--- src/rtl/ps2_rx_fifo_if.sv ---
// ps2_rx_fifo_if: CPU-side bus of the PS/2 keyboard receiver.
//   ren        master -> slave  pop the head entry (ignored when empty)
//   data       slave -> master  head entry {ext, rel, 6'b0, scan[7:0]}, 0 when empty
//   ready      slave -> master  FIFO not empty
//   count      slave -> master  entries held, 0..DEPTH
//   overflow   slave -> master  sticky dropped-event flag, cleared by a pop
//   frame_err  slave -> master  one-cycle pulse on parity/stop/timeout error
interface ps2_rx_fifo_if #(
  parameter int DEPTH = 16
);
  localparam int CW = $clog2(DEPTH) + 1;

  logic          ren;
  logic [15:0]   data;
  logic          ready;
  logic [CW-1:0] count;
  logic          overflow;
  logic          frame_err;

  modport master (
    output ren,
    input  data, ready, count, overflow, frame_err
  );

  modport slave (
    input  ren,
    output data, ready, count, overflow, frame_err
  );
endinterface

--- src/rtl/ps2_rx_fifo.sv ---
// ps2_rx_fifo: PS/2 keyboard receiver with pin filtering, frame checking,
// timeout, E0/F0 prefix folding and a show-ahead FIFO of key events.
// Everything runs on clk; the PS/2 clock pin is only ever sampled.
//   clk         system clock
//   rst_n       asynchronous active-low reset
//   ps2_clk_i   raw PS/2 clock pin (asynchronous)
//   ps2_data_i  raw PS/2 data pin (asynchronous)
//   bus         CPU-side FIFO interface (slave modport)
module ps2_rx_fifo #(
  parameter int DEPTH          = 16,
  parameter int FILTER_CYCLES  = 19,
  parameter int TIMEOUT_CYCLES = 50000
) (
  input  logic          clk,
  input  logic          rst_n,
  input  logic          ps2_clk_i,
  input  logic          ps2_data_i,
  ps2_rx_fifo_if.slave  bus
);
  localparam int AW = $clog2(DEPTH);
  localparam int CW = AW + 1;
  localparam int FW = $clog2(FILTER_CYCLES + 1);
  localparam int TW = $clog2(TIMEOUT_CYCLES + 1);

  localparam logic [1:0] S_IDLE   = 2'd0;
  localparam logic [1:0] S_DATA   = 2'd1;
  localparam logic [1:0] S_PARITY = 2'd2;
  localparam logic [1:0] S_STOP   = 2'd3;

  // ---------------------------------------------------------------------
  // Input path: bit 1 = ps2 clock, bit 0 = ps2 data
  // ---------------------------------------------------------------------
  logic [1:0]         s1_q, s2_q;
  logic [1:0]         filt_q;
  logic [1:0][FW-1:0] fcnt_q;
  logic               fclk_prev_q;
  logic               fclk, fdata, samp;

  always_ff @(posedge clk or negedge rst_n) begin
    if (!rst_n) begin
      s1_q <= 2'b11;
      s2_q <= 2'b11;
    end else begin
      s1_q <= {ps2_clk_i, ps2_data_i};
      s2_q <= s1_q;
    end
  end

  // The filtered value follows the synchronised pin only once the pin has
  // disagreed with it for FILTER_CYCLES samples in a row.
  always_ff @(posedge clk or negedge rst_n) begin
    if (!rst_n) begin
      filt_q <= 2'b11;
      fcnt_q <= '0;
    end else begin
      for (int i = 0; i < 2; i++) begin
        if (s2_q[i] == filt_q[i]) begin
          fcnt_q[i] <= '0;
        end else if (fcnt_q[i] == FW'(FILTER_CYCLES - 1)) begin
          filt_q[i] <= s2_q[i];
          fcnt_q[i] <= '0;
        end else begin
          fcnt_q[i] <= fcnt_q[i] + 1'b1;
        end
      end
    end
  end

  always_ff @(posedge clk or negedge rst_n) begin
    if (!rst_n) fclk_prev_q <= 1'b1;
    else        fclk_prev_q <= filt_q[1];
  end

  assign fclk  = filt_q[1];
  assign fdata = filt_q[0];
  assign samp  = fclk_prev_q & ~fclk;

  // ---------------------------------------------------------------------
  // Frame FSM
  // ---------------------------------------------------------------------
  logic [1:0]    state_q, state_d;
  logic [7:0]    shift_q, shift_d;
  logic [2:0]    bidx_q,  bidx_d;
  logic          par_q,   par_d;
  logic [TW-1:0] tmo_q,   tmo_d;
  logic          vld_q,   vld_d;
  logic          err_q,   err_d;

  always_comb begin
    state_d = state_q;
    shift_d = shift_q;
    bidx_d  = bidx_q;
    par_d   = par_q;
    vld_d   = 1'b0;
    err_d   = 1'b0;
    if (state_q == S_IDLE || samp) tmo_d = '0;
    else                           tmo_d = tmo_q + 1'b1;

    case (state_q)
      S_IDLE: begin
        if (samp && !fdata) begin
          state_d = S_DATA;
          bidx_d  = 3'd0;
        end
      end
      S_DATA: begin
        if (samp) begin
          shift_d = {fdata, shift_q[7:1]};
          bidx_d  = bidx_q + 3'd1;
          if (bidx_q == 3'd7) state_d = S_PARITY;
        end
      end
      S_PARITY: begin
        if (samp) begin
          par_d   = fdata;
          state_d = S_STOP;
        end
      end
      S_STOP: begin
        if (samp) begin
          state_d = S_IDLE;
          // odd parity across data + parity bit, and a high stop bit
          if (fdata && (^{shift_q, par_q})) vld_d = 1'b1;
          else                              err_d = 1'b1;
        end
      end
      default: state_d = S_IDLE;
    endcase

    // Abort a stalled frame; a sample event on this cycle takes precedence.
    if (state_q != S_IDLE && !samp && tmo_q == TW'(TIMEOUT_CYCLES - 1)) begin
      state_d = S_IDLE;
      err_d   = 1'b1;
      tmo_d   = '0;
    end
  end

  always_ff @(posedge clk or negedge rst_n) begin
    if (!rst_n) begin
      state_q <= S_IDLE;
      shift_q <= '0;
      bidx_q  <= '0;
      par_q   <= 1'b0;
      tmo_q   <= '0;
      vld_q   <= 1'b0;
      err_q   <= 1'b0;
    end else begin
      state_q <= state_d;
      shift_q <= shift_d;
      bidx_q  <= bidx_d;
      par_q   <= par_d;
      tmo_q   <= tmo_d;
      vld_q   <= vld_d;
      err_q   <= err_d;
    end
  end

  // ---------------------------------------------------------------------
  // Prefix folding. vld_q is the cycle after the STOP sample; shift_q still
  // holds the byte because the FSM sits in IDLE until the next start bit.
  // ---------------------------------------------------------------------
  logic ext_q, ext_d, rel_q, rel_d;
  logic is_e0, is_f0, push;

  assign is_e0 = (shift_q == 8'hE0);
  assign is_f0 = (shift_q == 8'hF0);
  assign push  = vld_q & ~is_e0 & ~is_f0;

  always_comb begin
    ext_d = ext_q;
    rel_d = rel_q;
    if (err_q) begin
      ext_d = 1'b0;
      rel_d = 1'b0;
    end else if (vld_q) begin
      if (is_e0)      ext_d = 1'b1;
      else if (is_f0) rel_d = 1'b1;
      else begin
        ext_d = 1'b0;
        rel_d = 1'b0;
      end
    end
  end

  always_ff @(posedge clk or negedge rst_n) begin
    if (!rst_n) begin
      ext_q <= 1'b0;
      rel_q <= 1'b0;
    end else begin
      ext_q <= ext_d;
      rel_q <= rel_d;
    end
  end

  // ---------------------------------------------------------------------
  // Show-ahead FIFO; entries stored as {ext, rel, scan}
  // ---------------------------------------------------------------------
  logic [9:0]    mem [DEPTH];
  logic [AW-1:0] wptr_q, wptr_d, rptr_q, rptr_d;
  logic [CW-1:0] count_q, count_d;
  logic          ovf_q, ovf_d;
  logic          full, empty, pop, wr, drop;
  logic [9:0]    head;

  assign full  = (count_q == CW'(DEPTH));
  assign empty = (count_q == '0);
  assign pop   = bus.ren & ~empty;
  // a simultaneous pop frees the slot, so a full FIFO still accepts the push
  assign wr    = push & (~full | pop);
  assign drop  = push & full & ~pop;

  always_comb begin
    wptr_d  = wr  ? wptr_q + 1'b1 : wptr_q;
    rptr_d  = pop ? rptr_q + 1'b1 : rptr_q;
    count_d = count_q + CW'(wr) - CW'(pop);
    ovf_d   = ovf_q;
    if (pop)       ovf_d = 1'b0;
    else if (drop) ovf_d = 1'b1;
  end

  always_ff @(posedge clk or negedge rst_n) begin
    if (!rst_n) begin
      wptr_q  <= '0;
      rptr_q  <= '0;
      count_q <= '0;
      ovf_q   <= 1'b0;
    end else begin
      wptr_q  <= wptr_d;
      rptr_q  <= rptr_d;
      count_q <= count_d;
      ovf_q   <= ovf_d;
    end
  end

  always_ff @(posedge clk) begin
    if (wr) mem[wptr_q] <= {ext_q, rel_q, shift_q};
  end

  assign head          = mem[rptr_q];
  assign bus.data      = empty ? 16'h0000 : {head[9], head[8], 6'b0, head[7:0]};
  assign bus.ready     = ~empty;
  assign bus.count     = count_q;
  assign bus.overflow  = ovf_q;
  assign bus.frame_err = err_q;

endmodule

--- src/flat_wrapper.sv ---
// flat-port wrapper written by rule: the top's interface ports become plain ports
module ps2_rx_fifo_flat 
#(
  parameter int DEPTH          = 16,
  parameter int FILTER_CYCLES  = 19,
  parameter int TIMEOUT_CYCLES = 50000
)
  (clk, rst_n, ps2_clk_i, ps2_data_i, bus_ren, bus_data, bus_ready, bus_count, bus_overflow, bus_frame_err);
  ps2_rx_fifo_if #(.DEPTH(DEPTH)) bus_i ();
  input  logic clk;
  input  logic rst_n;
  input  logic ps2_clk_i;
  input  logic ps2_data_i;
  input wire logic [$bits(bus_i.ren)-1:0] bus_ren;
  output wire logic [$bits(bus_i.data)-1:0] bus_data;
  output wire logic [$bits(bus_i.ready)-1:0] bus_ready;
  output wire logic [$bits(bus_i.count)-1:0] bus_count;
  output wire logic [$bits(bus_i.overflow)-1:0] bus_overflow;
  output wire logic [$bits(bus_i.frame_err)-1:0] bus_frame_err;
  assign bus_i.ren = bus_ren;
  assign bus_data = bus_i.data;
  assign bus_ready = bus_i.ready;
  assign bus_count = bus_i.count;
  assign bus_overflow = bus_i.overflow;
  assign bus_frame_err = bus_i.frame_err;
  ps2_rx_fifo #(.DEPTH(DEPTH), .FILTER_CYCLES(FILTER_CYCLES), .TIMEOUT_CYCLES(TIMEOUT_CYCLES)) u_core (.clk(clk), .rst_n(rst_n), .ps2_clk_i(ps2_clk_i), .ps2_data_i(ps2_data_i), .bus(bus_i));
endmodule
--- config.mk ---
export PLATFORM = sky130hd
export DESIGN_NAME = ps2_rx_fifo_flat
export DESIGN_NICKNAME = d
export VERILOG_FILES = /design/src/rtl/ps2_rx_fifo_if.sv /design/src/rtl/ps2_rx_fifo.sv /design/src/flat_wrapper.sv
export SDC_FILE = /design/constraint.sdc
export NUM_CORES = 1
export LEC_CHECK = 0
export CORE_MARGIN = 2
export CORE_UTILIZATION = 40
export DETAILED_ROUTE_END_ITERATION = 7
export PLACE_DENSITY = 0.52
export SKIP_LAST_GASP = 1
export SLEW_MARGIN = 20
export SYNTH_ARGS = -nofsm -noshare
export SYNTH_HDL_FRONTEND = slang
export SYNTH_SLANG_ARGS = --single-unit
--- constraint.sdc ---
create_clock -name clk -period 5.82 [get_ports clk]
set_input_delay 1.164 -clock clk [delete_from_list [all_inputs] [get_ports clk]]
set_output_delay 1.164 -clock clk [all_outputs]
set_load 0.01 [all_outputs]
==> reports/qor.csv, run 1 <==
stage;metric;value;unit
final_layout;final_layout_size_suffix_gt1_share;18.8;%
placement;port_buffers;22;
die;start_util;41.0;%
drt;avgRoutedWirePerCell;21.0;um
synth;avgSynthCellArea;16.6;um^2
clocking;clock_sinks;225;
sta;setup_violations;0;
synth;ys_seq_elements;225;
setup_path;worstSetupPathType;register to output pin;
pwr;finalPower;4140;uW
sta;fin_tns_setup;0;ps
die;core;22700;um^2
final_layout;stdcell_area;10700;um^2
setup_path;cp_max_fo;21;
grt;grt_overflow;0;
clocking;htreeDepth;1;
final_layout;final_cell_mix;160 x edfxtp_1, 57 x dfrtp_1, 45 x nor2_1;
clocking;clk_latency;520;ps
pwr;p_per_area;389;nW/um^2
setup_path;critPathLaunchType;register;
grt;track_usage;15.9;%
sta;fin_crit;4550;ps
setup_path;crit_path_cell_trace;buf_4, buf_4, mux4_2, a22oi_1, a21oi_1, clkdlybuf4s50_1;
synth;synth.cell_area;9310;um^2
setup_path;r2r_end;u_core.mem[5][5];
status;status;finished clean;
grt;antenna_found_initial;0;
setup_path;reg2reg_slack;2700;ps
die;io-pin-count;29;
worst_hold_path;hold_start;u_core.s1_q[1];
drt;drt_iter0_drc;279;
synth;yosys_warnings;0;
sta;tightest_slew;1090;ps
setup_path;max_stage_delay;820;ps
setup_path;end_kind;output pin;
die;die_w;157;um
sta;max_slew_margin;27.3;%
setup_path;worstPathRequired;4660;ps
grt;grt_max_degree;66;
synth;seq_area_frac_synth;69.2;%
pwr;p_leak;0.00410;uW
grt;grt_use_met1;22.5;%
grt;grt_pass1_vias;4980;
clocking;ctsHoldBuffers;0;
synth;synth_edf_count;160;
sta;rsz0062_at_grt;false;
clocking;cts.path.max_buffers;3;
final_layout;antenna_cells;0;
run;drv_cap;0;
clocking;cts.clk_slew.worst_paths;60;ps
grt;grt_busiest_layer;met2;
sta;max_freq;220;MHz
grt;met3_usage;2.49;%
clocking;cts-resized-gates;0;
drt;ant_nets;0;
final_layout;area_growth;14.5;%
setup_path;cp_common_cell;buf_4;
worst_hold_path;holdPathStages;0;
setup_path;reg2reg_depth;5;
drt;dr.pass1.iters;6;
clocking;post_cts_buffers;0;
synth;ys.flop_type;edfxtp_1;
setup_path;critPathSlowestCell;dfrtp_2;
final_layout;nets;624;
sta;slew_viol_final;0;
grt;grt_pass1_wl;29400;um
clocking;cts_tree;yes;
sta;finalClockSkew;21.7;ps
clocking;root_buffer;clkbuf_16;
setup_path;crit_arrival;3390;ps
final_layout;final_common_cell;edfxtp_1;
sta;period_share;78.2;%
setup_path;r2r-start;u_core.shift_q[3];
pwr;peakVddDrop;0.231;mV
placement;dp_hpwl;11900;um
die;dieArea;24500;um^2
drt;num_vias;4832;
drt;viasPerCell;5.36;
grt;grt_use_met2;26.2;%
die;fp.dieH;157;um
placement;dpl_cell_area;9840;um^2
worst_hold_path;hold_class;register to register;
synth;async_flop_share;28.9;%
sta;hold_viol;0;
drt;remaining_drc_errors;0;
placement;place.gp.congestion;0.772;
clocking;cts_buffers;25;
drt;routed_wl;18900;um
sta;whs;360;ps
die;std_cell_rows;55;
synth;netlist_instances;561;
synth;synth_cell_types;45;
worst_hold_path;hold_end;u_core.s2_q[1];
worst max-delay path by stage:
stage | from | endpoint | slack, ps | depth (start not counted)
after global placement | u_core.rptr_q[0] | bus_data[0] | 1740 | 6
after global routing | u_core.rptr_q[0] | bus_data[2] | 990 | 6
after floorplan | u_core.rptr_q[0] | bus_data[1] | 3060 | 5
after detailed placement | u_core.rptr_q[0] | bus_data[0] | 1730 | 6
after CTS | u_core.rptr_q[0] | bus_data[7] | 1170 | 6
final | u_core.rptr_q[0] | bus_data[0] | 1270 | 6
cells in the mapped netlist (all sizes together), types with 5 or more instances:
| cell type | number | area, um^2 |
|---|---|---|
| mux2 | 12 | 135 |
| dfrtp | 58 | 1450 |
| inv | 14 | 52.6 |
| nor2 | 49 | 184 |
| and3 | 5 | 31.3 |
| xor2 | 16 | 140 |
| a21oi | 13 | 65.1 |
| edfxtp | 160 | 4800 |
| o21ai | 8 | 40.0 |
| nor3 | 7 | 35.0 |
| nand4 | 5 | 37.5 |
| dfstp | 7 | 184 |
| clkbuf | 9 | 33.8 |
| ha | 21 | 263 |
| mux4 | 40 | 901 |
| nand2 | 21 | 86.3 |
| nand3 | 13 | 65.1 |
| a22oi | 20 | 150 |
| buf | 18 | 106 |
| xnor2 | 22 | 193 |
| nor2b | 5 | 31.3 |
| nand2b | 9 | 56.3 |
critical path: cells and delay by family, from the launching register on:
family | cells | cell delay (ps)
mux | 1 | 500
compound gates | 2 | 320
buf+inv | 3 | 1210
flops | 1 | 820
through the flow:
step	std cells	setup slack [ps]	utilization, %
floorplan	566	3060	-
finish	901	1270	46.9
detailed placement	855	1730	43.3
global route	901	985	46.9
CTS	901	1170	46.9
global placement	855	1740	43.3
registers in the layout, indices dropped and copies added, names as in the netlist, 2 cells and up:
register / count
u_core.bidx_q: 3
u_core.s1_q: 2
u_core.filt_q: 2
u_core.fcnt_q: 10
u_core.s2_q: 2
u_core.tmo_q: 16
u_core.state_q: 2
u_core.rptr_q: 4
u_core.bus.count: 5
u_core.wptr_q: 4
u_core.mem: 160
u_core.shift_q: 8
kinds of logic after synthesis:
family / after synthesis / share of synthesized area (%)
fa+ha+maj: 22 / 3.04
compound gates: 53 / 3.80
buf+inv: 41 / 2.07
mux: 52 / 11.1
xor+xnor: 39 / 3.82
flops: 225 / 69.2
other cells: 1 / 0.0403
simple gates: 128 / 6.90
final cells by class:
class	instances	area, um^2
clock inverters	9	81.3
repair buffers	31	283
fillers	1953	12100
well taps	285	357
multi-input cells	300	2710
inverters	14	52.6
flip-flops and latches	225	6440
clock buffers	37	731
report_power, final:
group	total (uW)	leakage, uW	switching [uW]	internal, uW
registers	1870	0.00260	106	1760
logic	746	0.00110	405	341
clock network	1530	0.000397	613	914
total	4140	0.00410	1120	3020
layer usage:
layer	routed length, um	vias to the layer above	part of all wire [%]
met4	385	0	2.0
met3	956	28	5.1
met2	8960	104	47
li1	-	2197	-
met5	0	-	0
met1	8580	2503	45
Note: power is estimated with default switching activity, not from simulation.
==> run 2, diff against run 1 <==
==> constraint.sdc (replaced) <==
create_clock -name clk -period 4.53 [get_ports clk]
set_input_delay 0.906 -clock clk [delete_from_list [all_inputs] [get_ports clk]]
set_output_delay 0.906 -clock clk [all_outputs]
set_load 0.01 [all_outputs]
==> reports/qor.csv, run 2 (synthesis gave the netlist of run 1 again) <==
stage;metric;value;unit;change
run;drv_cap;0;;unchanged
setup_path;critPathSlowestCell;dfrtp_2;;unchanged
setup_path;worstSetupPathType;register to output pin;;unchanged
die;io-pin-count;29;;unchanged
final_layout;fill_cells;1936;;was 1953
clocking;cts-resized-gates;0;;unchanged
sta;max_slew_margin;30.7;%;was 27.3%
final_layout;nets;641;;was 624
sta;max_freq;255;MHz;
final_layout;regMostFlops;u_core.mem;;unchanged
setup_path;reg2reg_slack;1600;ps;was 2700 ps
setup_path;crit_arrival;3010;ps;was 3390 ps
final_layout;antenna_cells;0;;unchanged
sta;slew_viol_final;0;;unchanged
setup_path;worstPathRequired;3620;ps;was 4660 ps
sta;finalClockSkew;18.5;ps;was 21.7 ps
grt;grt_use_met1;22.9;%;was 22.5%
clocking;ctsHoldBuffers;0;;unchanged
grt;grt_pass1_vias;5208;;was 4980
worst_hold_path;hold_start;u_core.s1_q[0];;was u_core.s1_q[1]
setup_path;r2r-start;u_core.shift_q[3];;unchanged
setup_path;end_kind;output pin;;unchanged
worst_hold_path;hold_class;register to register;;unchanged
die;core;22700;um^2;unchanged
final_layout;final_cell_mix;160 x edfxtp_1, 57 x dfrtp_1, 49 x nor2_1;;was 160 x edfxtp_1, 57 x dfrtp_1, 45 x nor2_1
clocking;cts.clk_slew.worst_paths;60;ps;about the same
placement;dp_hpwl;11900;um;about the same
final_layout;final_layout_size_suffix_gt1_share;19.5;%;was 18.8%
placement;place.gp.congestion;0.755;;was 0.772
grt;grt_max_degree;38;;was 66
setup_path;cp_max_fo;18;;was 21
pwr;p_leak;0.00410;uW;about the same
sta;hold_viol;0;;unchanged
drt;num_vias;4861;;was 4832
drt;drt_iter0_drc;252;;was 279
status;status;finished clean;;unchanged
clocking;cts_buffers;25;;unchanged
final_layout;largest_register_ffs;160;;unchanged
grt;grt_busiest_layer;met2;;unchanged
final_layout;final_common_cell;edfxtp_1;;unchanged
worst_hold_path;hold_end;u_core.s2_q[0];;was u_core.s2_q[1]
setup_path;critPathBufInv;3;;unchanged
drt;viasPerCell;5.30;;was 5.36
pwr;p_per_area;495;nW/um^2;was 389 nW/um^2
grt;antenna_found_initial;0;;unchanged
sta;fin_tns_setup;0;ps;unchanged
clocking;cts_tree;yes;;unchanged
setup_path;critPathLaunchType;register;;unchanged
sta;tightest_slew;1040;ps;was 1090 ps
clocking;htreeDepth;1;;unchanged
drt;dr.pass1.iters;5;;was 6
die;die_w;157;um;unchanged
drt;remaining_drc_errors;0;;unchanged
setup_path;reg2reg_depth;9;;was 5
grt;met3_usage;2.58;%;was 2.49%
sta;rsz0062_at_grt;false;;unchanged
sta;fin_crit;3920;ps;
setup_path;max_stage_delay;720;ps;was 820 ps
final_layout;stdcell_area;10700;um^2;about the same
clocking;root_buffer;clkbuf_16;;unchanged
worst_hold_path;holdPathStages;0;;unchanged
sta;period_share;86.4;%;
placement;dpl_cell_area;9980;um^2;was 9840 um^2
final_layout;top_regs;u_core.mem x160, u_core.tmo_q x16, u_core.fcnt_q x10;;unchanged
die;std_cell_rows;55;;unchanged
setup_path;path_delay_family;buffers and inverters;;unchanged
drt;avgRoutedWirePerCell;20.3;um;was 21.0 um
setup_path;cp_common_cell;buf_12;;was buf_4
pwr;finalPower;5320;uW;was 4140 uW
grt;grt_use_met2;26.0;%;was 26.2%
clocking;clk_latency;520;ps;about the same
final_layout;area_growth;15.5;%;was 14.5%
clocking;clock_sinks;225;;unchanged
placement;port_buffers;22;;unchanged
grt;grt_overflow;0;;unchanged
grt;track_usage;16.1;%;was 15.9%
clocking;post_cts_buffers;0;;unchanged
die;fp.dieH;157;um;unchanged
pwr;peakVddDrop;0.298;mV;was 0.231 mV
setup_path;r2r_end;u_core.bus.count[4];;was u_core.mem[5][5]
die;dieArea;24500;um^2;unchanged
die;start_util;41.0;%;unchanged
setup_path;crit_path_cell_trace;buf_12, buf_12, mux4_2, a22oi_1, a21oi_1, clkdlybuf4s50_1;;was buf_4, buf_4, mux4_2, a22oi_1, a21oi_1, clkdlybuf4s50_1
drt;ant_nets;0;;unchanged
grt;grt_pass1_wl;29800;um;was 29400 um
drt;routed_wl;18600;um;was 18900 um
clocking;cts.path.max_buffers;3;;unchanged
sta;setup_violations;0;;unchanged
-- run 2: changes by cell type in the layout (fill, tap and decap cells not counted), sizes merged --
cell      delta
buf         +17
clkbuf       -5
clkinv       +5
bufinv       +1
clkinvlp     -1
inv          -1
-- run 2: power by group --
group	internal, uW	switching [uW]	total (uW)
clock	1120	770	1890
combinational	499	518	1020
sequential	2260	143	2410
total	3890	1430	5320
-- run 2: layout make-up --
type	count	area [um^2]	area share (%)
inverters	14	52.6	0.489
multi-input cells	300	2700	25.1
repair buffers	48	435	4.05
flip-flops and latches	225	6440	59.9
well taps	285	357	3.32
clock buffers	32	652	6.07
clock inverters	13	111	1.04
-- run 2: worst max-delay path by stage --
stage,cells past startpoint,startpoint,endpoint
after global placement,6,u_core.rptr_q[0],bus_data[3]
after global routing,6,u_core.rptr_q[0],bus_data[3]
final,6,u_core.rptr_q[0],bus_data[1]
after detailed placement,6,u_core.rptr_q[0],bus_data[1]
after CTS,6,u_core.rptr_q[0],bus_data[1]
after floorplan,13,u_core.bus.count[3],u_core.bus.count[4]
-- run 2: routing by layer --
metal  wire length [um]  part of all wire (%)
met2               8900                    48
met5                  0                     0
met1               8460                    46
met4                332                   1.8
met3                884                   4.8
-- run 2: through the flow --
step | cells | setup slack, ps | hold WS, ps | utilization, %
after floorplan | 566 | 2000 | 345 | -
after global placement | 872 | 1080 | 349 | 44.0
after detailed placement | 872 | 1080 | 349 | 44.0
after CTS | 917 | 530 | 358 | 47.3
after global routing | 917 | 395 | 364 | 47.3
final | 917 | 614 | 356 | 47.3
==> run 3, diff against run 2 <==
--- a/config.mk
+++ b/config.mk
@@ -5,12 +5,13 @@
 export SDC_FILE = /design/constraint.sdc
 export NUM_CORES = 1
 export LEC_CHECK = 0
+export ABC_AREA = 1
 export CORE_MARGIN = 2
 export CORE_UTILIZATION = 40
 export DETAILED_ROUTE_END_ITERATION = 7
 export PLACE_DENSITY = 0.52
 export SKIP_LAST_GASP = 1
-export SLEW_MARGIN = 20
+export SLEW_MARGIN = 10
 export SYNTH_ARGS = -nofsm -noshare
 export SYNTH_HDL_FRONTEND = slang
 export SYNTH_SLANG_ARGS = --single-unit
==> reports/qor.csv, run 3 <==
stage;metric;value;unit;change
clocking;cts.path.max_buffers;3;;unchanged
final_layout;top_regs;u_core.mem x160, u_core.tmo_q x16, u_core.fcnt_q x10;;unchanged
clocking;cts_buffers;25;;unchanged
final_layout;final_cell_mix;235 x nand2_1, 160 x edfxtp_1, 80 x nor2_1;;was 160 x edfxtp_1, 57 x dfrtp_1, 49 x nor2_1
pwr;peakVddDrop;0.312;mV;was 0.298 mV
final_layout;final_common_cell;nand2_1;;was edfxtp_1
run;drv_cap;0;;unchanged
pwr;p_leak;0.00456;uW;was 0.00410 uW
grt;antenna_found_initial;0;;unchanged
sta;fin_tns_setup;0;ps;unchanged
pwr;power_frac_comb;27.6;%;was 19.1%
synth;ys.flop_type;edfxtp_1;;unchanged
pwr;power_frac_clock;33.7;%;was 35.6%
pwr;power.share.sequential;38.7;%;was 45.2%
synth;ys_seq_elements;225;;unchanged
grt;grt_pass1_vias;6254;;was 5208
status;status;finished clean;;unchanged
sta;setup_violations;0;;unchanged
final_layout;area_growth;14.3;%;was 15.5%
pwr;p_int;4120;uW;was 3890 uW
final_layout;multiInputGateArea;3020;um^2;was 2700 um^2
clocking;clk_latency;510;ps;was 520 ps
final_layout;final_layout_size_suffix_gt1_share;11.1;%;was 19.5%
grt;track_usage;18.0;%;was 16.1%
sta;max_slew_margin;38.2;%;was 30.7%
synth;netlist_instances;923;;was 561
drt;remaining_drc_errors;0;;unchanged
synth;yosys-top-cells-count;235 x nand2_1, 160 x edfxtp_1, 80 x nor2_1;;was 160 x edfxtp_1, 58 x dfrtp_1, 49 x nor2_1
die;dieArea;26100;um^2;was 24500 um^2
setup_path;end_kind;output pin;;unchanged
pwr;swShare;32.7;%;was 26.9%
sta;tightest_slew;927;ps;was 1040 ps
synth;synth_cell_types;42;;was 45
final_layout;regMostFlops;u_core.mem;;unchanged
die;die_w;161;um;was 157 um
drt;drt_iter0_drc;563;;was 252
die;io-pin-count;29;;unchanged
synth;synth.cell_area;9910;um^2;was 9310 um^2
sta;fin_crit;4060;ps;was 3920 ps
die;core;24300;um^2;was 22700 um^2
synth;yosysMostFrequentCell;nand2_1;;was edfxtp_1
drt;avgRoutedWirePerCell;17.8;um;was 20.3 um
synth;async_flop_share;28.9;%;unchanged
clocking;post_cts_buffers;0;;unchanged
sta;finalClockSkew;8.49;ps;was 18.5 ps
final_layout;regArea;6440;um^2;about the same
clocking;cts-resized-gates;0;;unchanged
clocking;cts.clk_slew.worst_paths;60;ps;about the same
drt;viasPerCell;5.01;;was 5.30
final_layout;fin_util;46.6;%;was 47.3%
grt;grt_max_degree;82;;was 38
placement;dp.cells;1256;;was 872
die;start_util;40.8;%;was 41.0%
drt;routed_wl;23200;um;was 18600 um
placement;port_buffers;22;;unchanged
clocking;cts_tree;yes;;unchanged
sta;max_freq;246;MHz;was 255 MHz
final_layout;largest_register_ffs;160;;unchanged
setup_path;worstPathRequired;3620;ps;about the same
pwr;switchingPower;2000;uW;was 1430 uW
synth;seq_area_frac_synth;65.0;%;was 69.2%
synth;yosys_warnings;0;;unchanged
sta;period_share;89.6;%;was 86.4%
clocking;clock_sinks;225;;unchanged
drt;dr.pass1.iters;5;;unchanged
final_layout;fill_cells;2245;;was 1936
placement;dp_hpwl;14400;um;was 11900 um
pwr;p_per_area;540;nW/um^2;was 495 nW/um^2
synth;synth_top_area_cell;edfxtp_1;;unchanged
synth;synth.top_cell.area_share;48.5;%;was 51.6%
sta;slew_viol_final;0;;unchanged
setup_path;crit_arrival;3150;ps;was 3010 ps
setup_path;critPathLaunchType;register;;unchanged
clocking;root_buffer;clkbuf_16;;unchanged
die;fp.dieH;161;um;was 157 um
synth;synthTopCellsByArea;edfxtp_1 48%, dfrtp_1 15%, nand2_1 8.9%;;was edfxtp_1 52%, dfrtp_1 16%, mux4_2 9.7%
grt;grt_overflow;0;;unchanged
setup_path;worstSetupPathType;register to output pin;;unchanged
worst_hold_path;hold_class;register to register;;unchanged
clocking;ctsHoldBuffers;0;;unchanged
synth;avgSynthCellArea;10.7;um^2;was 16.6 um^2
die;std_cell_rows;57;;was 55
drt;ant_nets;0;;unchanged
grt;grt_pass1_wl;36300;um;was 29800 um
sta;hold_viol;0;;unchanged
final_layout;nets;986;;was 641
sta;rsz0062_at_grt;false;;unchanged
synth;synth_edf_count;160;;unchanged
drt;num_vias;6515;;was 4861
final_layout;antenna_cells;0;;unchanged
setup_path;cp_max_fo;27;;was 18
final_layout;fin_cells;1301;;was 917
clocking;htreeDepth;1;;unchanged
placement;place.gp.congestion;0.759;;was 0.755
-- run 3: cell count changes after synthesis, moves of 31 or more --
cell     change
o21ai_0     +31
nand3_1     +46
nand2_1    +215
inv_1       +36
a21oi_1     +47
mux4_2      -40
nor2_1      +31
-- run 3: critical path, cell delays in order, from the launching register on --
cell and delay, ps:
dfrtp_2 700, inv_1 520, nand3_1 250, nand2_1 80, a21oi_1 210, o31ai_1 130
a21oi_1 180, clkdlybuf4s50_1 560
-- run 3: routing by layer --
metal  GRT usage, %  part of all wire, %  up-vias
met5              0                    0        -
met4           3.41                  1.3        0
met1           26.1                   47     3148
li1               -                    -     3204
met2           29.1                   46      140
met3           2.72                  5.1       23
-- run 3: final timing paths --
check / from / cells past startpoint / slack (ps) / endpoint
setup / recovery: u_core.rptr_q[1] / 7 / 470 / bus_data[15]
hold / removal: u_core.s1_q[0] / 0 / 360 / u_core.s2_q[0]
setup reg to reg: u_core.shift_q[6] / 11 / 1530 / u_core.bus.count[4]
hold reg to reg: u_core.s1_q[0] / 0 / 360 / u_core.s2_q[0]
max in group asynchronous: rst_n / 2 / 3130 / u_core.rptr_q[1]
min in group asynchronous: rst_n / 1 / 380 / u_core.fcnt_q[0]
-- run 3: area by class of cell --
class,instances,area share (%)
timing repair buffer,45,3.42
tap,324,3.58
clock buffer,31,5.81
multi-input combinational,598,26.7
sequential,225,56.9
clock inverter,14,1.48
inverter,64,2.14
-- run 3: cells by family (layout without fill, tap and decap cells) --
group | count (synthesis) | count (layout) | share of synthesized area (%)
DFF | 225 | 225 | 65.0
muxes | 1 | 1 | 0.114
AOI/OAI and AO/OA | 135 | 135 | 7.75
and+or+nand+nor | 416 | 416 | 18.0
xor gates and xnor gates | 18 | 18 | 1.59
buffers and inverters | 105 | 154 | 4.73
other | 1 | 6 | 0.0378
adders and majority gates | 22 | 22 | 2.85
-- run 3: power by group through the flow --
stage          Sequential (uW)  Combinational [uW]  Clock (uW)
2_1_floorplan             2350                1200           0
3_3_place_gp              2410                1730           0
3_5_place_dp              2410                1710           0
4_1_cts                   2370                1720        2100
5_1_grt                   2380                1900        2190
6_report                  2370                1690        2060
-- run 3: stage by stage --
stage / hold slack, ps / worst slack [ps] / power (uW) / cell area (um^2)
floorplan: 345 / 2050 / 3550 / 9930
global placement: 347 / 1040 / 4140 / 10500
detailed placement: 347 / 1040 / 4120 / 10500
CTS: 355 / 486 / 6190 / 11300
global route: 359 / 227 / 6480 / 11300
finish: 356 / 472 / 6120 / 11300
